--- src/rtl/alu_pkg.sv ---
// Shared opcode encoding and FSM state type for the sequential ALU.
package alu_pkg;

    localparam logic [3:0] OP_MOV = 4'd0;
    localparam logic [3:0] OP_ADD = 4'd1;
    localparam logic [3:0] OP_AND = 4'd2;
    localparam logic [3:0] OP_OR  = 4'd3;
    localparam logic [3:0] OP_SRL = 4'd4;
    localparam logic [3:0] OP_SLL = 4'd5;
    localparam logic [3:0] OP_ROR = 4'd6;
    localparam logic [3:0] OP_SRA = 4'd7;
    localparam logic [3:0] OP_MUL = 4'd8;

    typedef enum logic {
        IDLE    = 1'b0,
        MUL_RUN = 1'b1
    } state_t;

endpackage

--- src/rtl/seq_alu_if.sv ---
// Request/response bundle between the control unit and the sequential ALU.
interface seq_alu_if #(
    parameter int WIDTH = 8
) ();

    logic             START;
    logic [3:0]       SELECT;
    logic [WIDTH-1:0] DATA1;
    logic [WIDTH-1:0] DATA2;
    logic [WIDTH-1:0] RESULT;
    logic [WIDTH-1:0] RESULT_HI;
    logic             ZERO;
    logic             BUSY;
    logic             DONE;
    logic             ERR;

    modport master (
        output START, SELECT, DATA1, DATA2,
        input  RESULT, RESULT_HI, ZERO, BUSY, DONE, ERR
    );

    modport slave (
        input  START, SELECT, DATA1, DATA2,
        output RESULT, RESULT_HI, ZERO, BUSY, DONE, ERR
    );

endinterface

--- src/rtl/seq_multiplier.sv ---
// Unsigned shift-add multiplier: one multiplier bit per cycle, LSB first.
// o_done is high during the last iteration cycle; o_product is then the full
// product, so the parent captures it on the same edge that retires the last bit.
module seq_multiplier #(
    parameter int WIDTH = 8
) (
    input  logic               i_clk,
    input  logic               i_rst_n,
    input  logic               i_start,
    input  logic [WIDTH-1:0]   i_a,
    input  logic [WIDTH-1:0]   i_b,
    output logic               o_done,
    output logic [2*WIDTH-1:0] o_product
);

    localparam int              CNT_W = $clog2(WIDTH);
    localparam logic [CNT_W-1:0] LAST = CNT_W'(WIDTH - 1);

    logic                r_run;
    logic [CNT_W-1:0]    r_cnt;
    logic [2*WIDTH-1:0]  r_acc;
    logic [2*WIDTH-1:0]  r_mcand;
    logic [WIDTH-1:0]    r_mplier;
    logic [2*WIDTH-1:0]  w_acc_nxt;

    // Partial sum for the current multiplier bit
    always_comb begin
        w_acc_nxt = r_acc + (r_mplier[0] ? r_mcand : '0);
    end

    assign o_done    = r_run && (r_cnt == LAST);
    assign o_product = w_acc_nxt;

    // Iteration control: only this part is reset, so a reset mid-run aborts cleanly
    always_ff @(posedge i_clk) begin
        if (!i_rst_n) begin
            r_run <= 1'b0;
            r_cnt <= '0;
        end else if (i_start) begin
            r_run <= 1'b1;
            r_cnt <= '0;
        end else if (r_run) begin
            r_cnt <= r_cnt + CNT_W'(1);
            if (r_cnt == LAST) begin
                r_run <= 1'b0;
            end
        end
    end

    // Operand latch and shift/accumulate datapath (qualified by control, not reset)
    always_ff @(posedge i_clk) begin
        if (i_start) begin
            r_acc    <= '0;
            r_mcand  <= {{WIDTH{1'b0}}, i_a};
            r_mplier <= i_b;
        end else if (r_run) begin
            r_acc    <= w_acc_nxt;
            r_mcand  <= r_mcand << 1;
            r_mplier <= r_mplier >> 1;
        end
    end

endmodule

--- src/rtl/seq_alu.sv ---
// Registered ALU between register file and write-back. Single-cycle ops
// complete on the edge that accepts START; MUL runs WIDTH cycles in the
// shift-add sub-module while BUSY stalls the control unit.
module seq_alu
    import alu_pkg::*;
#(
    parameter int WIDTH = 8,
    parameter int SHW   = $clog2(WIDTH) + 1
) (
    input  logic     CLK,
    input  logic     RESET,
    seq_alu_if.slave bus
);

    state_t              r_state;
    state_t              w_state_nxt;

    logic                w_accept;
    logic                w_launch_mul;
    logic                w_mul_done;
    logic [2*WIDTH-1:0]  w_product;

    logic [SHW-1:0]      w_amt;
    logic [SHW-1:0]      w_rot;
    logic                w_amt_big;
    logic signed [WIDTH-1:0] w_sra;
    logic [WIDTH-1:0]    w_res;
    logic                w_illegal;

    logic [WIDTH-1:0]    r_result;
    logic [WIDTH-1:0]    r_result_hi;
    logic                r_zero;
    logic                r_done;
    logic                r_err;

    // A request is only taken in IDLE; anything arriving during MUL_RUN is dropped
    assign w_accept     = bus.START && (r_state == IDLE);
    assign w_launch_mul = w_accept && (bus.SELECT == OP_MUL);

    assign w_amt     = bus.DATA2[SHW-1:0];
    assign w_amt_big = (w_amt >= SHW'(WIDTH));
    assign w_rot     = w_amt % SHW'(WIDTH);
    assign w_sra     = $signed(bus.DATA1) >>> w_amt;

    // Single-cycle result; out-of-range shifts saturate to 0 or sign fill
    always_comb begin
        w_res     = '0;
        w_illegal = 1'b0;
        case (bus.SELECT)
            OP_MOV: w_res = bus.DATA1;
            OP_ADD: w_res = bus.DATA1 + bus.DATA2;
            OP_AND: w_res = bus.DATA1 & bus.DATA2;
            OP_OR:  w_res = bus.DATA1 | bus.DATA2;
            OP_SRL: w_res = w_amt_big ? '0 : (bus.DATA1 >> w_amt);
            OP_SLL: w_res = w_amt_big ? '0 : (bus.DATA1 << w_amt);
            OP_ROR: w_res = (bus.DATA1 >> w_rot) | (bus.DATA1 << (SHW'(WIDTH) - w_rot));
            OP_SRA: w_res = w_amt_big ? {WIDTH{bus.DATA1[WIDTH-1]}} : w_sra;
            OP_MUL: w_res = '0;
            default: w_illegal = 1'b1;
        endcase
    end

    // FSM state register
    always_ff @(posedge CLK) begin
        if (!RESET) begin
            r_state <= IDLE;
        end else begin
            r_state <= w_state_nxt;
        end
    end

    // FSM next state: leave IDLE only for MUL, return when the last bit retires
    always_comb begin
        w_state_nxt = r_state;
        case (r_state)
            IDLE:    if (w_launch_mul) w_state_nxt = MUL_RUN;
            MUL_RUN: if (w_mul_done)   w_state_nxt = IDLE;
            default: w_state_nxt = IDLE;
        endcase
    end

    seq_multiplier #(
        .WIDTH(WIDTH)
    ) u_mul (
        .i_clk     (CLK),
        .i_rst_n   (RESET),
        .i_start   (w_launch_mul),
        .i_a       (bus.DATA1),
        .i_b       (bus.DATA2),
        .o_done    (w_mul_done),
        .o_product (w_product)
    );

    // Result registers: written only on completion, DONE pulses for one cycle
    always_ff @(posedge CLK) begin
        if (!RESET) begin
            r_result    <= '0;
            r_result_hi <= '0;
            r_zero      <= 1'b1;
            r_done      <= 1'b0;
            r_err       <= 1'b0;
        end else begin
            r_done <= 1'b0;
            if ((r_state == MUL_RUN) && w_mul_done) begin
                r_result    <= w_product[WIDTH-1:0];
                r_result_hi <= w_product[2*WIDTH-1:WIDTH];
                r_zero      <= (w_product == '0);
                r_err       <= 1'b0;
                r_done      <= 1'b1;
            end else if (w_accept && !w_launch_mul) begin
                r_result    <= w_res;
                r_result_hi <= '0;
                r_zero      <= (w_res == '0);
                r_err       <= w_illegal;
                r_done      <= 1'b1;
            end
        end
    end

    assign bus.RESULT    = r_result;
    assign bus.RESULT_HI = r_result_hi;
    assign bus.ZERO      = r_zero;
    assign bus.BUSY      = (r_state == MUL_RUN);
    assign bus.DONE      = r_done;
    assign bus.ERR       = r_err;

endmodule

--- src/flat_wrapper.sv ---
// flat-port wrapper written by rule: the top's interface ports become plain ports
module seq_alu_flat import alu_pkg::*;
#(
    parameter int WIDTH = 8,
    parameter int SHW   = $clog2(WIDTH) + 1
)
  (CLK, RESET, bus_START, bus_SELECT, bus_DATA1, bus_DATA2, bus_RESULT, bus_RESULT_HI, bus_ZERO, bus_BUSY, bus_DONE, bus_ERR);
  seq_alu_if #(.WIDTH(WIDTH)) bus_i ();
  input  logic CLK;
  input  logic RESET;
  input wire logic [$bits(bus_i.START)-1:0] bus_START;
  input wire logic [$bits(bus_i.SELECT)-1:0] bus_SELECT;
  input wire logic [$bits(bus_i.DATA1)-1:0] bus_DATA1;
  input wire logic [$bits(bus_i.DATA2)-1:0] bus_DATA2;
  output wire logic [$bits(bus_i.RESULT)-1:0] bus_RESULT;
  output wire logic [$bits(bus_i.RESULT_HI)-1:0] bus_RESULT_HI;
  output wire logic [$bits(bus_i.ZERO)-1:0] bus_ZERO;
  output wire logic [$bits(bus_i.BUSY)-1:0] bus_BUSY;
  output wire logic [$bits(bus_i.DONE)-1:0] bus_DONE;
  output wire logic [$bits(bus_i.ERR)-1:0] bus_ERR;
  assign bus_i.START = bus_START;
  assign bus_i.SELECT = bus_SELECT;
  assign bus_i.DATA1 = bus_DATA1;
  assign bus_i.DATA2 = bus_DATA2;
  assign bus_RESULT = bus_i.RESULT;
  assign bus_RESULT_HI = bus_i.RESULT_HI;
  assign bus_ZERO = bus_i.ZERO;
  assign bus_BUSY = bus_i.BUSY;
  assign bus_DONE = bus_i.DONE;
  assign bus_ERR = bus_i.ERR;
  seq_alu #(.WIDTH(WIDTH), .SHW(SHW)) u_core (.CLK(CLK), .RESET(RESET), .bus(bus_i));
endmodule
--- config.mk ---
export PLATFORM = sky130hd
export DESIGN_NAME = seq_alu_flat
export DESIGN_NICKNAME = d
export VERILOG_FILES = /design/src/rtl/alu_pkg.sv /design/src/rtl/seq_alu_if.sv /design/src/rtl/seq_multiplier.sv /design/src/rtl/seq_alu.sv /design/src/flat_wrapper.sv
export SDC_FILE = /design/constraint.sdc
export NUM_CORES = 1
export LEC_CHECK = 0
export CAP_MARGIN = 20
export CORE_UTILIZATION = 55
export DETAILED_ROUTE_END_ITERATION = 8
export PLACE_DENSITY = 0.76
export SLEW_MARGIN = 20
export SYNTH_ARGS = -nofsm -noshare
export SYNTH_HDL_FRONTEND = slang
export SYNTH_SLANG_ARGS = --single-unit
--- constraint.sdc ---
create_clock -name CLK -period 4.7 [get_ports CLK]
set_clock_uncertainty 0.15 [all_clocks]
set_input_delay 0.47 -clock CLK [delete_from_list [all_inputs] [get_ports CLK]]
set_output_delay 0.47 -clock CLK [all_outputs]
set_load 0.02 [all_outputs]
Word-level counts from Yosys, hierarchy flattened
Index checks and enable logic that the tools add are counted.
{"block": "op_classes", "n_addsub": 4, "order_cmp": 1, "eq_ne": 9, "shifts": 5, "n_mux": 24, "bitwise_logic": 5, "reduce_logical": 14}
{"op": "two-way mux 8 bit", "count": 11}
{"op": "case mux 8 bit (8 select lines)", "count": 1}
{"op": "adder 16 bit", "count": 1}
{"op": "== test 4 x 3 -> 1 bit, second input constant", "count": 4}
{"op": "zero test 16 bit", "count": 1}
{"op": "two-way mux 16 bit", "count": 1}
{"op": "bitwise OR 8 bit", "count": 2}
{"op": "left shift 8 x 4 -> 8 bit", "count": 2}
{"op": "two-way mux 1 bit", "count": 10}
{"op": "OR reduction 9 bit", "count": 1}
{"op": "adder 8 bit", "count": 1}
{"op": "bitwise AND 8 bit", "count": 1}
{"op": "== test 4 x 2 -> 1 bit, second input constant", "count": 2}
{"op": "zero test 8 bit", "count": 1}
{"op": ">> shifter 8 x 3 -> 8 bit", "count": 1}
{"op": ">> shifter 8 x 4 -> 8 bit", "count": 1}
{"op": ">>> shifter 8 x 4 -> 8 bit", "count": 1}
{"op": "logical AND 1 bit", "count": 5}
{"op": "== test 4 x 1 -> 1 bit, second input constant", "count": 1}
{"op": "== test 4 bit, second input constant", "count": 1}
{"op": "greater-or-equal comparator 4 bit, second input constant", "count": 1}
{"op": "zero test 4 bit", "count": 1}
{"op": "nonzero test 2 bit", "count": 2}
{"op": "OR reduction 2 bit", "count": 2}
{"op": "other kinds (6)", "count": 7}
{"block": "word_totals", "register_bits": 64, "input_bits": 23, "output_inout_bits": 20, "elab_cells": 74}

Logic depth before layout (Yosys ltp)
Gate-level depths: netlist (run 1).
{"block": "logic_depth", "ltp_word": 7, "depth_mapped": 13, "ltp_nobuf": 12}

By module
Synthesis (run 1) repeated with hierarchy kept, for this count alone.
{"block": "unflattened", "cells_unflattened": 589, "area_unflattened_um2": 5036.1}
{"mod": "seq_alu", "instances": 1, "cells_per_inst": 352, "area_each_um2": 2577.5, "seq_area_each_um2": 400.4}
{"mod": "seq_multiplier", "instances": 1, "cells_per_inst": 237, "area_each_um2": 2458.6, "seq_area_each_um2": 1041.0}

Least setup slack after synthesis (run 1)
OpenSTA, ideal clock, no wires.
{"block": "synth_timing", "kind": "reg-to-reg", "from": "reg u_core.u_mul.r_mplier[0]", "to": "reg u_core.r_zero (netlist: u_core.bus.ZERO)", "setup_time_ns": 0.096, "t_arrival_ns": 3.392, "t_required_ns": 4.454, "path_slack_ns": 1.063, "path_stages_with_launch": 14, "path_buffers": 1, "synth_period_minus_slack_ns": 3.637, "path_cell_list": "edfxtp_1 -> clkbuf_1 -> and2_1 -> ha_1 -> inv_1 -> fa_1 -> nor2b_4 -> o211a_1 -> o21ai_2 -> o31a_2 -> xnor2_1 -> or4_1 -> or4b_1 -> o41ai_2"}
{"block": "synth_between", "elab_chain_len": 4}
{"item": "start: declaration", "line_no": "seq_multiplier.sv:23", "source": "logic [WIDTH-1:0] r_mplier;"}
{"item": "start signal: assignment", "line_no": "seq_multiplier.sv:55", "source": "r_mplier <= i_b;"}
{"item": "start signal: assignment", "line_no": "seq_multiplier.sv:59", "source": "r_mplier <= r_mplier >> 1;"}
{"item": "two-way mux 16 bit", "line_no": "seq_multiplier.sv:28", "source": "w_acc_nxt = r_acc + (r_mplier[0] ? r_mcand : '0);"}
{"item": "adder 16 bit", "line_no": "seq_multiplier.sv:28"}
{"item": "zero test 16 bit", "line_no": "seq_alu.sv:107", "source": "r_zero <= (w_product == '0);"}
{"item": "two-way mux 1 bit", "line_no": "seq_alu.sv:104", "source": "if ((r_state == MUL_RUN) && w_mul_done) begin"}
{"item": "end signal: assignment", "line_no": "seq_alu.sv:107"}
{"item": "end signal: assignment", "line_no": "seq_alu.sv:113", "source": "r_zero <= (w_res == '0);"}
{"item": "end: declaration", "line_no": "seq_alu.sv:32", "source": "logic r_zero;"}
No other way between the ends.
A chain may end at the register's enable or synchronous reset.

Worst setup path in the final report (run 1)
Same ends and word-level chain as after synthesis.

==> run summary, run 1 <==
Hold Crit Depth: 2
top cell types by occurrence after synthesis: 67 x nor2_1, 48 x dfxtp_1, 37 x nand2_1
most area-consuming cells after synthesis: dfxtp_1 19%, edfxtp_1 9.4%, ha_1 8.6%
met2 wire length: 6770 um
Synth Warn #: 0
Arr. time, crit path: 3970 ps
Avg Synthesized Cell Area: 8.48 um2
design internal power: 1.38 mW
Leak Pwr: 2.33 nW
Slew Limit Fails: 0
Die X-Extent: 98.3 um
dpl cells: 722
CP startpoint kind: flip-flop
Clk pwr share: 26.5%
IR Drop Worst-Case VDD: 0.000192 V
leading area contributor after synthesis: dfxtp_1
setup total negative slack: 0 ps
cts bufs inserted: 9
Post-synth EDFFs: 16
H-tree depth: 3
Met3 Routed Length: 1030 um
Core Box Area: 0.00885 mm2
Finished Layout Cells: 738
Ports: 43
Synth Register Bits: 64
pin count of the biggest net entering global routing: 34
Worst-path clk slew: 80 ps
# rows: 34
Synth Flop Type: dfxtp_1
Starting Density: 57.7%
# hold bufs at CTS: 0
# DRC: 4
critical path class: flip-flop to flip-flop
Detail Route Antenna Nets: 0
Chip Height: 98.3 um
status: complete, but fails checks
worst skew pair latency: 350 ps
clock tree buffer depth: 2
Routability Congestion: 1.01
Net count, final: 685
Worst Hold Class: flip-flop to flip-flop
PwrDens: 384 mW/mm2
max-cap violation count: 0
hold violation count in the final report: 0
Pre-antenna DRT Iters: 7
CTS tree: done
count leader, synth: nor2_1
async set-reset flop share out of synthesis: 0%
WHS: 332 ps
post_cts resized: 0
M1 WL: 6220 um
clock sinks: 64
Gate power share: 40.8%
Die ar.: 0.00967 mm2
RSZ-0062 raised after global routing: no
CP Capture Type: flip-flop
period utilisation layout: 82.5%
Syn-to-layout area delta: 14.0%
Max Used Layer: met4
gr usage total: 31.2%
final setup fails: 0
Seq pwr share: 32.7%
Syn Inst Count: 602
switching pwr: 855 uW
max_slew headroom: 50.0%
Ant. Diodes: 0
vias per inst: 6.43
syn nets: 662
CP required: 4790 ps
clock root buffer: clkbuf_8
post-CTS setup buffer count: 0
min Tclk post-route: 3880 ps
Worst R2R Path Depth: 12
DP HPWL: 10900 um
Iter 0 DRT Violations: 372
failing checks: DRC
reg2reg setup slack: 820 ps
Slew @ Worst Pin: 731 ps
Port Buf Inserts: 42
Synth top area share: 18.8%
number of global-route vias before repair: 4458
grt ovf: 0
final wirelength: 14600 um
Worst Path Max Fanout: 16
sequential area share after synthesis: 28.2%
Cell Area, Synth: 0.00510 mm2
antenna violations before repair: 0
post-DR wirelength/cell: 19.8 um
sw frac: 38.3%
detailed-route via count: 4748
FMAX: 258 MHz
first-pass GRT wire length: 23500 um
Netlist cell types: 68
layout cells sized above 1: 9.52%
per-stage QoR:
stage	area, um2	setup slack [ps]	util [%]	power, mW
4_1_cts	5820	796	65.8	2.23
3_5_place_dp	5580	784	63.0	1.64
6_report	5820	823	65.8	2.23
3_3_place_gp	5580	753	63.0	1.62
5_1_grt	5820	605	65.8	2.36
2_1_floorplan	5100	1060	-	1.38
registers in the layout (all words and copies together) (netlist names):
signal / flops
u_core.bus.ZERO: 1
u_core.u_mul.r_run: 1
u_core.u_mul.r_mplier: 8
u_core.bus.BUSY: 1
u_core.bus.DONE: 1
u_core.bus.ERR: 1
u_core.bus.RESULT: 8
u_core.u_mul.r_mcand: 16
u_core.bus.RESULT_HI: 8
u_core.u_mul.r_acc: 16
u_core.u_mul.r_cnt: 3
cell families (layout without fill, tap and decap cells):
| logic type | Yosys count | after routing | synth area share (%) |
|---|---|---|---|
| flip-flops | 64 | 64 | 28.2 |
| buffers and inverters | 72 | 100 | 5.49 |
| multiplexers | 61 | 61 | 14.1 |
| adder cells (fa/ha/maj) | 37 | 37 | 9.36 |
| XOR/XNOR | 18 | 18 | 3.09 |
| AND/OR/NAND/NOR | 207 | 207 | 20.1 |
| AO/OA/AOI/OAI | 143 | 143 | 19.6 |
per-layer routing:
metal  track usage, %  vias up
met3             4.51       49
met5                0        -
met1             41.2     2228
li1                 -     2236
met2             50.2      235
met4             14.7        0
worst max-delay path: stages, from the launching register on:
cell	delay, ps
edfxtp_1	570
and2_1	220
ha_1	180
inv_1	60
fa_1	430
nor2b_4	140
o211a_1	180
o21ai_2	90
o31a_2	370
xnor2_1	170
or4_1	500
or4b_1	500
o41ai_2	210
area by class of cell:
cell class              instances  area (um2)
clock buffers                   9         124
multi-input cells             466        3390
flip-flops and latches         64        1440
inverters                      32         120
clock inverters                 7         119
repair buffers                 52         495
well taps                     108         135
fillers                       760        3030
power by group through the flow:
stage          combinational, mW  sequential [mW]  clock (mW)
3_5_place_dp               0.899            0.740           0
2_1_floorplan              0.650            0.730           0
6_report                   0.912            0.730       0.592
5_1_grt                     1.00            0.742       0.616
3_3_place_gp               0.885            0.737           0
4_1_cts                    0.904            0.728       0.595
path summary, 6_finish.rpt:
kind,startpoint,end
max,u_core.u_mul.r_mplier[0],u_core.bus.ZERO
min,u_core.bus.RESULT_HI[4],u_core.bus.RESULT_HI[4]
max reg2reg,u_core.u_mul.r_mplier[0],u_core.bus.ZERO
min reg2reg,u_core.bus.RESULT_HI[4],u_core.bus.RESULT_HI[4]
cells in the final DEF (no fill, tap or decap), types with 4 or more instances in the layout:
cell             count
or3_1                5
and3_1               6
and2_1              23
edfxtp_1            16
mux2i_1             36
a21o_1               4
a211oi_1            12
o21ai_0             23
o211ai_1            10
a211o_1              4
a31oi_1              6
nor3_1              17
dfxtp_1             48
clkdlybuf4s50_1     42
buf_4               10
a22oi_1              9
ha_1                35
nand2_1             37
clkbuf_8             9
nand2b_1             4
inv_1               30
mux2_2              17
a21boi_0             8
nor2b_1             10
a2111oi_0            4
xnor2_1             13
mux4_2               7
o21bai_1             4
a21oi_1             24
nor2_1              66
nand3_1             17
xor2_1               5
nand4_1              5
Note: power is estimated with default switching activity, not from simulation.
==> inputs of run 2 (changes only) <==
==> constraint.sdc (replaced) <==
create_clock -name CLK -period 4 [get_ports CLK]
set_clock_uncertainty 0.15 [all_clocks]
set_input_delay 0.4 -clock CLK [delete_from_list [all_inputs] [get_ports CLK]]
set_output_delay 0.4 -clock CLK [all_outputs]
set_load 0.02 [all_outputs]
==> run 2 against run 1 <==
The flow still finishes with violations (DRC); fmax increased by 4.0%; routed wire length increased by 1.6%; register-to-register slack got worse by 550 ps; via count increased by 0.23%; non-clock buffer count increased by 21; worst hold slack improved by 5.7 ps; first-iteration DRC count increased by 6.2%; critical endpoint unchanged; largest cell class unchanged.
==> run summary, run 2 (synthesis gave the netlist of run 1 again) <==
Ant. Diodes: 0 (unchanged)
pre-CTS setup slack: 348 ps (-437 ps)
post-CTS setup buffer count: 0 (unchanged)
Port Buf Inserts: 42 (unchanged)
crit-path leading delay family: simple AND/OR/NAND/NOR gates
Seq pwr share: 32.0% (-0.7 points)
clock root buffer: clkbuf_8
Syn-to-layout area delta: 17.2%
Pre-antenna DRT Iters: 9 (+2)
Die ar.: 0.00967 mm2 (unchanged)
most frequent cells in the layout: 66 x nor2_1, 48 x dfxtp_1, 42 x clkdlybuf4s50_1, 37 x nand2_1, 36 x mux2i_1
number of global-route vias before repair: 4687 (+5.1%)
CP required: 4100 ps (-690 ps)
Iter 0 DRT Violations: 395 (+6.2%)
Ports: 43 (unchanged)
Largest regs: u_core.u_mul.r_acc: 16 flops, u_core.u_mul.r_mcand: 16 flops
Worst Path Max Fanout: 15 (-1)
first-pass GRT wire length: 24000 um (+2.1%)
Core Box Area: 0.00885 mm2 (unchanged)
Starting Density: 57.7% (unchanged)
Arr. time, crit path: 3830 ps (-140 ps)
FMAX: 268 MHz (+4.0%)
critical path class: flip-flop to flip-flop
sw frac: 38.2% (about the same)
hold violation count in the final report: 0 (unchanged)
# rows: 34 (unchanged)
max-cap violation count: 0 (unchanged)
Worst path max stage delay: 560 ps (about the same)
Routability Congestion: 1.01 (-0.33%)
CP Capture Type: flip-flop
period utilisation layout: 93.2% (+11 points)
layout cells sized above 1: 12.6% (+3.1 points)
design internal power: 1.66 mW (+20%)
switching pwr: 1.03 mW (+20%)
grt ovf: 0 (unchanged)
RSZ-0062 raised after global routing: no
min Tclk post-route: 3730 ps (-149 ps)
DP HPWL: 11200 um (+3.1%)
Power Total: 2.68 mW (+20%)
Gate power share: 41.5% (+0.7 points)
final worst setup slack: 273 ps (-551 ps)
post_cts resized: 0 (unchanged)
H-tree depth: 3 (unchanged)
Chip Height: 98.3 um (unchanged)
max_slew headroom: 50.0% (about the same)
clock tree buffer depth: 2 (unchanged)
Final Util: 67.6% (+1.9 points)
failing checks: DRC
WHS: 338 ps (+5.67 ps)
status: complete, but fails checks
PwrDens: 448 mW/mm2 (+17%)
IR Drop Worst-Case VDD: 0.000269 V (+40%)
WP buf/inv: 1 (unchanged)
antenna violations before repair: 0 (unchanged)
final setup fails: 0 (unchanged)
highest-delay cell along the critical path: or4_1
CP startpoint kind: flip-flop
Clk pwr share: 26.5% (about the same)
pin count of the biggest net entering global routing: 34 (unchanged)
most common cell after layout, fill and taps aside: nor2_1
Worst-path clk slew: 80 ps (about the same)
worst skew pair latency: 350 ps (about the same)
Slew Limit Fails: 0 (unchanged)
vias per inst: 6.27 (-2.5%)
cells along the critical path: buf_4 > and2_1 > ha_1 > nand2_1 > o211ai_2 > o41ai_1 > xnor2_1 > or4_1 > or4b_1 > o41ai_2
cts bufs inserted: 9 (unchanged)
Net count, final: 706 (+3.1%)
setup total negative slack: 0 ps (unchanged)
CTS tree: done
clock sinks: 64 (unchanged)
Die X-Extent: 98.3 um (unchanged)
gr usage total: 31.7% (+0.52 points)
fillers: 769 (+1.2%)
post-DR wirelength/cell: 19.6 um (-1.2%)
final wirelength: 14800 um (+1.6%)
Detail Route Antenna Nets: 0 (unchanged)
detailed-route via count: 4759 (+0.23%)
Slew @ Worst Pin: 731 ps (-0.160 ps)
Leak Pwr: 2.44 nW (+4.6%)
Worst Hold Class: flip-flop to flip-flop
# hold bufs at CTS: 0 (unchanged)
# DRC: 4 (unchanged)
## run 2: power groups by stage
| stage | Sequential [mW] | Clock, mW | Combinational (mW) |
|---|---|---|---|
| 6_report | 0.859 | 0.710 | 1.11 |
| 2_1_floorplan | 0.858 | 0 | 0.764 |
| 5_1_grt | 0.873 | 0.755 | 1.22 |
| 3_5_place_dp | 0.870 | 0 | 1.09 |
| 3_3_place_gp | 0.864 | 0 | 1.07 |
| 4_1_cts | 0.856 | 0.722 | 1.10 |
## run 2: final timing paths
path | start | endpoint | slack, ps | cells past startpoint
worst max-delay path | u_core.u_mul.r_mplier[0] | u_core.bus.ZERO | 270 | 10
worst min-delay path | u_core.bus.RESULT_HI[4] | u_core.bus.RESULT_HI[4] | 340 | 2
worst max register to register | u_core.u_mul.r_mplier[0] | u_core.bus.ZERO | 270 | 10
worst min register to register | u_core.bus.RESULT_HI[4] | u_core.bus.RESULT_HI[4] | 340 | 2
## run 2: worst register-to-register path, cell delays in order (launching register included)
cell and delay, ps:
edfxtp_1 390, buf_4 190, and2_1 160, ha_1 350, nand2_1 150, o211ai_2 150, o41ai_1 530, xnor2_1 310
or4_1 560, or4b_1 490, o41ai_2 190
## run 2: per-stage QoR
step	instance area, um2	cells
4_1_cts	5980	759
2_1_floorplan	5100	602
5_1_grt	5980	759
3_3_place_gp	5740	743
3_5_place_dp	5740	743
6_report	5980	759
## run 2: layout make-up
type	count	area (um2)	area share, %
Multi-Input combinational cell	466	3390	56.6
Tap cell	108	135	2.26
Sequential cell	64	1440	24.1
Inverter	32	120	2.01
Clock buffer	9	124	2.07
Timing Repair Buffer	73	653	10.9
Clock inverter	7	125	2.09
## run 2: layer usage
layer	vias up	GRT usage [%]	part of all wire [%]
met4	0	12.2	2.7
met1	2271	39.4	42
li1	2278	-	-
met2	179	55.0	49
met5	-	0	0
met3	31	5.08	6.2
==> inputs of run 3 (changes only) <==
--- a/config.mk
+++ b/config.mk
@@ -5,7 +5,6 @@
 export SDC_FILE = /design/constraint.sdc
 export NUM_CORES = 1
 export LEC_CHECK = 0
-export CAP_MARGIN = 20
 export CORE_UTILIZATION = 55
 export DETAILED_ROUTE_END_ITERATION = 8
 export PLACE_DENSITY = 0.76
==> constraint.sdc (replaced) <==
create_clock -name CLK -period 4 [get_ports CLK]
set_clock_uncertainty 0.15 [all_clocks]
set_input_delay 0.8 -clock CLK [delete_from_list [all_inputs] [get_ports CLK]]
set_output_delay 0.8 -clock CLK [all_outputs]
set_load 0.02 [all_outputs]
==> run 3 against run 2 <==
The flow still finishes with violations (DRC); clock power down 4.8%; combinational power up 5%; flip-flop and latch count unchanged; worst hold slack worse by 1.4 ps; global-route usage up 1.8 points; cell count is 1.8% higher; register-to-register slack hardly changed; routed wire length grew 5.5%.
==> run summary, run 3 (synthesis gave the netlist of run 1 again) <==
antenna violations before repair: 0 (unchanged)
Largest regs: u_core.u_mul.r_acc: 16 flops, u_core.u_mul.r_mcand: 16 flops
max-cap violation count: 0 (unchanged)
DP HPWL: 12000 um (+7.4%)
cts bufs inserted: 9 (unchanged)
# rows: 34 (unchanged)
FMAX: 268 MHz (-0.15%)
Arr. time, crit path: 3820 ps (about the same)
Core Box Area: 0.00885 mm2 (unchanged)
PwrDens: 443 mW/mm2 (-1.2%)
setup total negative slack: 0 ps (unchanged)
Slew Limit Fails: 0 (unchanged)
final setup fails: 0 (unchanged)
GRT met1 Usage: 40.4% (+1.1 points)
Die X-Extent: 98.3 um (unchanged)
clock tree buffer depth: 2 (unchanged)
failing checks: DRC
Syn-to-layout area delta: 19.4%
final wirelength: 15700 um (+5.5%)
WP buf/inv: 1 (unchanged)
layout cells sized above 1: 14.3% (+1.7 points)
status: complete, but fails checks
Die ar.: 0.00967 mm2 (unchanged)
vias per inst: 6.36 (+1.4%)
post-DR wirelength/cell: 20.3 um (+3.6%)
worst skew pair latency: 340 ps (about the same)
Leak Pwr: 2.51 nW (+2.8%)
met3 GRT Util: 5.23% (+0.14 points)
pin count of the biggest net entering global routing: 34 (unchanged)
gr usage total: 33.5% (+1.8 points)
dpl cells: 757 (+1.9%)
Power Total: 2.70 mW (+0.63%)
cells along the critical path: buf_4 > and2_1 > ha_1 > nor3_1 > o31ai_1 > o21ai_2 > o31a_2 > xnor2_1 > or4_1 > or4b_1 > o41ai_2
max_slew headroom: 54.9% (+4.9 points)
CP Capture Type: flip-flop
CP startpoint kind: flip-flop
highest-delay cell along the critical path: or4_1
Worst-path clk slew: 70 ps (about the same)
WP depth: 11 (+1)
Ports: 43 (unchanged)
GRT Max-Usage Layer: met2
min Tclk post-route: 3730 ps (+5.67 ps)
grt ovf: 0 (unchanged)
final non-filler cell area: 0.00609 mm2 (+1.8%)
Placement Cell Area: 0.00585 mm2 (+2.1%)
first-pass GRT wire length: 25100 um (+4.8%)
hold violation count in the final report: 0 (unchanged)
number of global-route vias before repair: 4958 (+5.8%)
WHS: 336 ps (-1.43 ps)
critical path class: flip-flop to flip-flop
Starting Density: 57.7% (unchanged)
Worst path max stage delay: 550 ps (about the same)
most frequent cells in the layout: 66 x nor2_1, 48 x dfxtp_1, 44 x buf_4, 42 x clkdlybuf4s50_1, 37 x nand2_1
Net count, final: 720 (+2.0%)
pre-CTS setup slack: 79.0 ps (-269 ps)
clock root buffer: clkbuf_8
detailed-route via count: 4913 (+3.2%)
Hold Crit Depth: 2 (unchanged)
Ant. Diodes: 0 (unchanged)
met2 Use GR: 56.4% (+1.4 points)
Chip Height: 98.3 um (unchanged)
crit-path leading delay family: simple AND/OR/NAND/NOR gates
final worst setup slack: 267 ps (-5.67 ps)
H-tree depth: 3 (unchanged)
most common cell after layout, fill and taps aside: nor2_1
Detail Route Antenna Nets: 0 (unchanged)
Worst Path Max Fanout: 15 (unchanged)
Worst Hold Class: flip-flop to flip-flop
# DRC: 4 (unchanged)
Finished Layout Cells: 773 (+1.8%)
clock sinks: 64 (unchanged)
Final Util: 68.9% (+1.2 points)
post_cts resized: 0 (unchanged)
CP required: 4090 ps (about the same)
IR Drop Worst-Case VDD: 0.000215 V (-20%)
CTS tree: done
Slew @ Worst Pin: 674 ps (-57.0 ps)
RSZ-0062 raised after global routing: no
post-CTS setup buffer count: 0 (unchanged)
Pre-antenna DRT Iters: 7 (-2)
Routability Congestion: 0.965 (-4.4%)
period utilisation layout: 93.3% (+0.14 points)
# hold bufs at CTS: 0 (unchanged)
Worst R2R Path Depth: 11 (+1)
Iter 0 DRT Violations: 306 (-23%)
Port Buf Inserts: 42 (unchanged)
==> run 3: cell count changes in the layout (fill, tap and decap cells not counted), sizes merged <==
cell	change
clkbuf	+3
buf	+14
clkinv	+1
bufinv	-1
inv	-3
==> run 3: worst register-to-register path, cell delays in order, from the launching register on <==
cell,delay (ps)
edfxtp_1,390
buf_4,190
and2_1,180
ha_1,360
nor3_1,90
o31ai_1,350
o21ai_2,140
o31a_2,380
xnor2_1,150
or4_1,550
or4b_1,520
o41ai_2,210
==> run 3: power by group <==
group	switching [mW]	internal (mW)	leakage (nW)
Sequential	0.0743	0.783	0.545
Combinational	0.669	0.496	1.84
Clock	0.270	0.407	0.122
Total	1.01	1.69	2.51
==> run 3: worst paths after layout <==
| check | from | endpoint | slack, ps |
|---|---|---|---|
| worst max-delay path | u_core.u_mul.r_mplier[0] | u_core.bus.ZERO | 270 |
| worst max register to register | u_core.u_mul.r_mplier[0] | u_core.bus.ZERO | 270 |
| worst min-delay path | u_core.bus.RESULT_HI[4] | u_core.bus.RESULT_HI[4] | 340 |
| worst min register to register | u_core.bus.RESULT_HI[4] | u_core.bus.RESULT_HI[4] | 340 |
==> run 3: routing by layer <==
layer  vias up  wire (um)
li1       2313          -
met1      2310       6290
met4         0        805
met3        59       1010
met2       231       7550
met5         -          0
==> run 3: cell type report <==
type / count / area (um2)
clock buffers: 12 / 166
clock inverters: 4 / 73.8
fillers: 708 / 2760
inverters: 32 / 120
multi-input cells: 466 / 3390
flip-flops and latches: 64 / 1440
well taps: 108 / 135
repair buffers: 87 / 771
